[config.mk]
export PLATFORM = sky130hd
export DESIGN_NAME = multiplier_shift_add_unsigned
export DESIGN_NICKNAME = d
export VERILOG_FILES = /design/src/rtl/multiplier_shift_add_unsigned.sv
export SDC_FILE = /design/constraint.sdc
export NUM_CORES = 1
export LEC_CHECK = 0
export ABC_CLOCK_PERIOD_IN_PS = 6900
export BUFFER_PORTS_ARGS = -buffer_cell sky130_fd_sc_hd__clkbuf_2
export CORE_ASPECT_RATIO = 1.5
export CORE_UTILIZATION = 40
export DETAILED_ROUTE_END_ITERATION = 12
export SETUP_SLACK_MARGIN = 0.3
export SLEW_MARGIN = 0
export SYNTH_ARGS = -nofsm -noshare
export SYNTH_HDL_FRONTEND = slang
export SYNTH_SLANG_ARGS = --single-unit
export TNS_END_PERCENT = 1
[constraint.sdc]
create_clock -name CLK -period 6.9 [get_ports CLK]
set_input_delay 2.07 -clock CLK [delete_from_list [all_inputs] [get_ports CLK]]
set_output_delay 2.07 -clock CLK [all_outputs]
set_load 0.05 [all_outputs]
[src/rtl/multiplier_shift_add_unsigned.sv]
// Sequential unsigned shift-add multiply-accumulate: PRODUCT_OUT = MULTIPLICAND_IN*MULTIPLIER_IN + ADDEND_IN.
// Optional macro MUL_REMAINDER_CHECK_EN enables the remainder-legality error flag.
module multiplier_shift_add_unsigned #(
  parameter int MUL_A_BITS = 8,
  parameter int MUL_B_BITS = 8
) (
  input  logic                             CLK,
  input  logic                             ARST,
  input  logic                             CE,
  input  logic [MUL_A_BITS-1:0]            MULTIPLICAND_IN,
  input  logic [MUL_B_BITS-1:0]            MULTIPLIER_IN,
  input  logic [MUL_B_BITS-1:0]            ADDEND_IN,
  output logic [MUL_A_BITS+MUL_B_BITS-1:0] PRODUCT_OUT,
  input  logic                             start,
  output logic                             busy,
  output logic                             done,
  output logic                             error,
  output logic [1:0]                       state_o
);

  localparam int W  = MUL_A_BITS + MUL_B_BITS;
  localparam int CW = $clog2(MUL_B_BITS + 1);
  localparam logic [CW-1:0] LAST = CW'(MUL_B_BITS - 1);

  typedef enum logic [1:0] {S_IDLE, S_RUN, S_DONE} state_t;

  // Handshake: start is accepted on a CE edge only in IDLE or DONE; busy is high
  // for exactly MUL_B_BITS CE edges; done is a level held until the next accept.
  state_t                state_q, state_d;
  logic [W-1:0]          mcand_q, mcand_d;
  logic [MUL_B_BITS-1:0] mplier_q, mplier_d;
  logic [W-1:0]          acc_q, acc_d;
  logic [CW-1:0]         count_q, count_d;
  logic [W-1:0]          product_q, product_d;
  logic                  busy_q, busy_d;
  logic                  done_q, done_d;
  logic [W-1:0]          add_term;
  logic [W-1:0]          acc_step;

  always_comb begin
    state_d   = state_q;
    mcand_d   = mcand_q;
    mplier_d  = mplier_q;
    acc_d     = acc_q;
    count_d   = count_q;
    product_d = product_q;
    busy_d    = busy_q;
    done_d    = done_q;
    add_term  = mplier_q[0] ? (mcand_q << count_q) : '0;
    acc_step  = acc_q + add_term;
    unique case (state_q)
      S_IDLE, S_DONE: begin
        if (start) begin
          mcand_d  = {{MUL_B_BITS{1'b0}}, MULTIPLICAND_IN};
          mplier_d = MULTIPLIER_IN;
          acc_d    = {{MUL_A_BITS{1'b0}}, ADDEND_IN};
          count_d  = '0;
          done_d   = 1'b0;
          busy_d   = 1'b1;
          state_d  = S_RUN;
        end
      end
      S_RUN: begin
        acc_d    = acc_step;
        mplier_d = mplier_q >> 1;
        count_d  = count_q + CW'(1);
        // Final iteration publishes the accumulator including this step's add.
        if (count_q == LAST) begin
          product_d = acc_step;
          busy_d    = 1'b0;
          done_d    = 1'b1;
          state_d   = S_DONE;
        end
      end
      default: state_d = S_IDLE;
    endcase
  end

  always_ff @(posedge CLK or posedge ARST) begin
    if (ARST) begin
      state_q   <= S_IDLE;
      mcand_q   <= '0;
      mplier_q  <= '0;
      acc_q     <= '0;
      count_q   <= '0;
      product_q <= '0;
      busy_q    <= 1'b0;
      done_q    <= 1'b0;
    end else if (CE) begin
      state_q   <= state_d;
      mcand_q   <= mcand_d;
      mplier_q  <= mplier_d;
      acc_q     <= acc_d;
      count_q   <= count_d;
      product_q <= product_d;
      busy_q    <= busy_d;
      done_q    <= done_d;
    end
  end

`ifdef MUL_REMAINDER_CHECK_EN
  logic error_q;

  // A legal division remainder must be strictly below a nonzero divisor.
  always_ff @(posedge CLK or posedge ARST) begin
    if (ARST) begin
      error_q <= 1'b0;
    end else if (CE && start && (state_q != S_RUN)) begin
      error_q <= (MULTIPLIER_IN == '0) || (ADDEND_IN >= MULTIPLIER_IN);
    end
  end

  assign error = error_q;
`else
  assign error = 1'b0;
`endif

  assign PRODUCT_OUT = product_q;
  assign busy        = busy_q;
  assign done        = done_q;
  assign state_o     = state_q;

endmodule

# Word level (Yosys, flattened, before mapping)
# Index checks and enable logic that the tools add are counted.
# Widths: inputs -> output; s select.
# op_classes
add_sub_neg,2
eq_ne,5
n_shift,1
n_mux,16
reduce_logical,8
# op_table
operator,n
$mux 16,2
$pmux 16 s2,1
$add 16x16->16,1
$pmux 8 s2,1
$shl 8x4->16,1
$reduce_and 3->1,4
$mux 8,1
$pmux 4 s2,1
$add 4x1->4 const B,1
$eq 4x3->1 const B,1
$mux 1,4
$mux 2,2
$mux 4,1
$ne 2x2->1 const B,2
$pmux 1 s2,2
$pmux 2 s2,1
$reduce_and 4->1,1
$eq 2x1->1 const B,1
$eq 2x2->1 const B,1
$logic_not 2->1,1
$reduce_bool 2->1,1
$reduce_or 2->1,1
# totals
reg_bits,56
elab_cells,40

# Depth between registers and ports, before layout
# Gate-level depths: netlist of run 1.
# depth
depth_word,4
depth_mapped,15

# Least setup slack after synthesis of run 1
# OpenSTA, ideal clock, no wires.
# synth_path
kind,register -> register
from,reg count_q[0]
to,"reg product_q[12], in the netlist PRODUCT_OUT[12]"
arrival_ps,3095
setup_slack_ps,3680
stages_incl_launch_ff,11
n_path_buf,1
synth_period_minus_slack_ps,3220
cell_sequence,dfrtp_1 buf_6 mux4_2 mux2_4 nor2b_1 ha_1 a2111oi_0 a211oi_1 o41ai_1 xnor2_1 mux2_2
# synth_via
elab_chain_len,3
elab_cells_between_ends,5
cone_classes,1 x add/sub; 1 x eq/ne; 1 x shift; 1 x mux; 1 x reduce/logical
# synth_lines
item,line_no,rtl
from (decl),33,"logic [CW-1:0] count_q, count_d;"
from (signal assigned),94,count_q <= count_d;
$shl 8x4->16,49,add_term = mplier_q[0] ? (mcand_q << count_q) : '0;
$mux 16,49,
$add 16x16->16,50,acc_step = acc_q + add_term;
to (signal assigned),95,product_q <= product_d;
to (decl),34,"logic [W-1:0] product_q, product_d;"
# Parallel ways exist; a longest one is shown, timed or not.
# A chain may end at the register's enable or synchronous reset.

# Final worst setup path of run 1
# Ends and elaborated chain as after synthesis.

==> impl_metrics.ini, run 1 <==
[sta]
slew_violations = 0
rsz0062_at_grt = no
clock_skew_ns = 0.00455
relSlewSlack = 0.220
final_hold_viol_count = 0
setup-violations-final = 0
max_freq_mhz = 256
period_share = 0.566
finalSetupTns_ns = 0
worst_slew_pin_slew_ns = 1.17
layout_min_cycle_time_ns = 3.91

[placement]
dp_hpwl_mm = 6.07
dpl_cell_area_sq_um = 3760
placement.io_buffers = 47
gp_congestion = 0.901

[clock_network]
hold_buffers = 0
cts-root-buf = clkbuf_16
h-tree-depth = 2
cts_tree = yes
worstSkewPairLatency_ns = 0.30
clockBufferDepth = 2
numCtsBuffers = 5
post-cts-setup-buffer-count = 0
cts_resized = 0
cts.sinks = 56
path_clk_slew_ns = 0.07

[grt]
grt_pass1_vias = 2671
grt_pass1_wl_mm = 13.1
grt_antenna_before_repair = 0
grt_max_degree = 57
grt-ovfl-total = 0
grt_usage = 0.189

[setup_path]
r2r_start = count_q[0]$_DFFE_PP0P_
cp_max_fo = 17
crit_arrival_ns = 4.09
required_ns = 7.08
critical_path.endpoint_type = flip-flop
critPathLaunch = count_q[0]$_DFFE_PP0P_
worstRegToRegCells = 9
crit_path_end = PRODUCT_OUT[12]$_DFFE_PP0P_
reg2reg_to = PRODUCT_OUT[12]$_DFFE_PP0P_
crit_type = reg2reg
reg2reg_setup_slack_ns = 2.99
cp-start-kind = flip-flop

[drt]
avgViaCountPerCell = 5.48
drc = 0
wire_per_inst_microns = 15.7
drt_iter0_drc = 104
drt.antenna.violating_nets = 0
routed_wl_mm = 8.09
drt_first_pass_iters = 4
vias = 2826

[synthesis]
synth_top_family_by_area = compound AO/OA/AOI/OAI gates
synth.most_common_cell = nand2_1
synth-compound-area-share = 0.178
yosysTopAreaCell = dfrtp_1
synth_mux_area_frac = 0.115
synthAdderAreaFrac = 0.0636
ys_seq_elements = 56
postSynth.asyncResetShare = 1.00
synthDistinctLibCells = 48
synthXorXnorAreaFrac = 0.0329
yosys_warnings = 0
synth-simple-area-share = 0.171
syn-instance-count = 372
synthFlopType = dfrtp_1
seq_area_frac_synth = 0.405
yosys-top-cells-count = nand2_1, dfrtp_1, o21ai_0, a21oi_1
syn_nets = 417
synth_area_leaders = dfrtp_1, nand2_1, ha_1, o21ai_0, mux2i_1
synth-edff-count = 0
synth_area_per_cell_sq_um = 9.31
synth_top_area_share = 0.405
syn-cell-area_sq_um = 3460

[die]
initial_utilization = 0.412
dieArea_sq_um = 9040
rows = 41
dieWidth_microns = 78.0
core-area_sq_um = 8410
io_pins = 49
dieHeight_microns = 116

[power]
fin_total_pwr_mw = 1.86
vdd_ir_drop_max_mv = 0.212
power.density_nw_per_um2 = 472
p_leak_nw = 1.88

[final_layout]
num_antenna_cells = 0
nets = 453
syn_to_final_growth_pct = 13.6
stdcell_area_sq_um = 3930
drive_gt1_frac = 0.196

[hold_path]
min_path_cells = 2
min_path_type = reg2reg

[job]
drv_cap = 0

[run_status]
status = finished clean
## kinds of logic after synthesis
group,Yosys count
xor+xnor,13
buf+inv,26
fa+ha+maj,17
flops,56
other cells,1
mux,35
compound gates,100
simple gates,124
## flip-flops by register name (all words and copies together) (netlist names)
| register | cells |
|---|---|
| PRODUCT_OUT | 16 |
| acc_q | 16 |
| busy | 1 |
| count_q | 4 |
| done | 1 |
| mcand_q | 8 |
| mplier_q | 8 |
| state_o | 2 |
## cell type report
| cell class | count | area [sq um] |
|---|---|---|
| multi-input combinational | 290 | 1950 |
| timing repair buffer | 49 | 250 |
| inverter | 6 | 22.5 |
| clock buffer | 6 | 139 |
| sequential | 56 | 1400 |
| clock inverter | 2 | 38.8 |
| fill | 863 | 4480 |
| tap | 107 | 134 |
## critical path, cell delays in order, from the launching register on
cell and delay, ns:
dfrtp_1 0.73, mux4_2 0.61, mux2_4 0.28, nor2b_1 0.13
ha_1 0.31, a2111oi_0 0.61, a211oi_1 0.24, o41ai_1 0.43
xnor2_1 0.17, mux2_2 0.28
## routing by layer
metal | global-route usage | vias up | routed length [microns]
met3 | 0.0315 | 21 | 199
li1 | - | 1409 | -
met1 | 0.227 | 1341 | 3600
met2 | 0.324 | 55 | 3980
met5 | 0 | - | 0
met4 | 0.101 | 0 | 302
## report_power, final
group / internal [mW] / leakage, nW / switching (mW)
clock network: 0.182 / 0.0871 / 0.121
logic: 0.379 / 1.08 / 0.578
registers: 0.456 / 0.718 / 0.140
total: 1.02 / 1.88 / 0.838
## layout by cell type, fill, tap and decap left out, types with 3 or more instances in the layout
cell,n
mux2_2,15
a22o_1,6
nand3_1,5
o21a_1,4
clkbuf_2,47
a22oi_1,4
mux2i_1,17
nor2b_1,12
and2_1,5
a211oi_1,4
xor2_1,5
o21ai_0,38
nand4_1,6
clkbuf_16,5
xnor2_1,8
ha_1,16
a21oi_1,18
and3_1,3
o211ai_1,3
inv_1,5
nand2_1,57
nor2_1,16
o21ai_1,3
dfrtp_1,56
a21o_1,7
o22ai_1,3
nand2b_1,5
nor3_1,4
## how the worst min path moves through the flow
| stage | startpoint | endpoint | slack, ns |
|---|---|---|---|
| finish | PRODUCT_OUT[5]$_DFFE_PP0P_ | PRODUCT_OUT[5]$_DFFE_PP0P_ | 0.48 |
| global route | acc_q[15]$_DFFE_PP0P_ | acc_q[15]$_DFFE_PP0P_ | 0.52 |
| CTS | PRODUCT_OUT[5]$_DFFE_PP0P_ | PRODUCT_OUT[5]$_DFFE_PP0P_ | 0.49 |
| detailed placement | PRODUCT_OUT[5]$_DFFE_PP0P_ | PRODUCT_OUT[5]$_DFFE_PP0P_ | 0.47 |
| global placement | mplier_q[1]$_DFFE_PP0P_ | mplier_q[1]$_DFFE_PP0P_ | 0.46 |
| floorplan | mplier_q[1]$_DFFE_PP0P_ | mplier_q[1]$_DFFE_PP0P_ | 0.45 |
## through the flow
step                setup slack, ns  hold WS (ns)   util  cells
finish                         2.99         0.481  0.468    516
global route                   2.72         0.516  0.468    516
CTS                            2.99         0.488  0.468    516
detailed placement             2.70         0.472  0.446    508
global placement               2.79         0.464  0.446    508
floorplan                      3.46         0.449      -    372
(Power assumes the default switching activity.)
==> run 2, diff against run 1 <==
Settings changed: ABC_CLOCK_PERIOD_IN_PS 6900 to 3560.
Clock period 6.9 ns to 3.56 ns, I/O delays scaled along.
==> impl_metrics.ini, run 2 (same netlist as run 1, synthesis figures left out) <==
[grt]
grt_pass1_wl_mm = 13.8
grt_pass1_vias = 2843
grt_usage = 0.200
grt_antenna_before_repair = 0
grt_max_degree = 57
grt-ovfl-total = 0

[power]
p_clk_frac = 0.134
net-switching-power_mw = 1.74
switching_share = 0.460
vdd_ir_drop_max_mv = 0.360
p_seq_frac = 0.286
p_leak_nw = 1.95
combPwrFrac = 0.581
p_int_mw = 2.04
power.density_nw_per_um2 = 910

[clock_network]
cts-root-buf = clkbuf_16
cts_tree = yes
h-tree-depth = 2
numCtsBuffers = 5
hold_buffers = 0
clockBufferDepth = 2
path_clk_slew_ns = 0.07
worstSkewPairLatency_ns = 0.30
cts.sinks = 56

[sta]
layout_min_cycle_time_ns = 3.18
period_share = 0.893
rsz0062_at_grt = yes
final_hold_viol_count = 0
setup-violations-final = 0
clock_skew_ns = 0.00581
max_freq_mhz = 315
timing.hold.ws_ns = 0.477
setup_ws_ns = 0.382
worst_slew_pin_slew_ns = 0.578
finalSetupTns_ns = 0
slew_violations = 0
relSlewSlack = 0.614

[placement]
gp_congestion = 0.888
placement.io_buffers = 47
dp_hpwl_mm = 6.39
dp.cells = 520
dpl_worst_slack_ns = 0.136

[drt]
drt_iter0_drc = 119
wire_per_inst_microns = 16.0
drt.antenna.violating_nets = 0
drc = 0
drt_first_pass_iters = 4
routed_wl_mm = 8.50
avgViaCountPerCell = 5.44
vias = 2887

[final_layout]
drive_gt1_frac = 0.274
syn_to_final_growth_pct = 19.9
instances_no_fill = 531
mostFrequentLayoutCell = nand2_1
nets = 468
final_cell_mix = nand2_1, dfrtp_1, clkbuf_2
final_core_util = 0.493
num_antenna_cells = 0

[setup_path]
critical_path.slowest_cell = dfrtp_1
crit_top_cell = and3_1
crit_path_max_incr_delay_ns = 0.40
crit_chain = buf_8 > mux2_2 > nand2_1 > o21ai_0 > o21ai_0 > o22ai_1 > and2_1 > ha_4 > and3_1 > and3_1 > a211oi_2 > or2_2 > and3_1 > a211o_1
worstRegToRegCells = 14
required_ns = 3.75
crit_arrival_ns = 3.37
crit_type = reg2reg
cp_max_fo = 12
cp-start-kind = flip-flop
critical_path.endpoint_type = flip-flop

[die]
rows = 41
dieWidth_microns = 78.0
dieArea_sq_um = 9040
dieHeight_microns = 116
initial_utilization = 0.412
io_pins = 49
core-area_sq_um = 8410

[hold_path]
min_path_cells = 2
min_path_type = reg2reg

[run_status]
status = finished clean

[job]
drv_cap = 0
run 2: timing repair:
action / in CTS / in global routing
hold endpoints to repair: 0 / 0
endpoints found under the setup margin: 7 / 12
gates resized for setup: 6 / 27
setup buffers: 0 / 3
pin swaps: 2 / 6
run 2: metal layers:
layer  vias up  wire length (microns)  track usage  part of all wire
li1       1429                      -            -                 -
met1      1399                   3450        0.231              0.41
met2        44                   4590        0.366              0.54
met3        15                    219       0.0299             0.026
met4         0                    242       0.0864             0.028
met5         -                      0            0                 0
run 2: layout make-up:
cell class	count	area, sq um
Clock buffer	5	125
Clock inverter	3	22.5
Fill cell	819	4260
Inverter	6	22.5
Multi-Input combinational cell	290	2060
Sequential cell	56	1400
Tap cell	107	134
Timing Repair Buffer	64	383
run 2: through the flow:
step           area (sq um)  power (mW)
5_1_grt                4150        4.06
6_report               4150        3.78
3_3_place_gp           3860        3.07
2_1_floorplan          3460        2.60
4_1_cts                4030        3.65
3_5_place_dp           3860        3.12
run 2: critical path: cells and delay by family, from the launching register on:
| kind | cells | cell delay (ns) |
|---|---|---|
| mux | 1 | 0.35 |
| compound gates | 5 | 0.73 |
| flops | 1 | 0.40 |
| fa+ha+maj | 1 | 0.30 |
| buf+inv | 1 | 0.16 |
| simple gates | 6 | 1.12 |
run 2: power groups by stage:
| stage | Combinational, mW | Sequential [mW] | Clock, mW |
|---|---|---|---|
| after floorplan | 1.30 | 1.30 | 0 |
| after global placement | 2.00 | 1.07 | 0 |
| after detailed placement | 2.03 | 1.08 | 0 |
| after CTS | 2.06 | 1.07 | 0.520 |
| after global routing | 2.40 | 1.11 | 0.545 |
| final | 2.19 | 1.08 | 0.505 |
run 2: path summary, 6_finish.rpt:
check | start | endpoint | slack, ns
max in group asynchronous | ARST | acc_q[13]$_DFFE_PP0P_ | 2.52
max reg2reg | count_q[0]$_DFFE_PP0P_ | PRODUCT_OUT[15]$_DFFE_PP0P_ | 0.38
min in group asynchronous | ARST | mplier_q[3]$_DFFE_PP0P_ | 0.80
min reg2reg | PRODUCT_OUT[0]$_DFFE_PP0P_ | PRODUCT_OUT[0]$_DFFE_PP0P_ | 0.48
min | PRODUCT_OUT[0]$_DFFE_PP0P_ | PRODUCT_OUT[0]$_DFFE_PP0P_ | 0.48
max | count_q[0]$_DFFE_PP0P_ | PRODUCT_OUT[15]$_DFFE_PP0P_ | 0.38
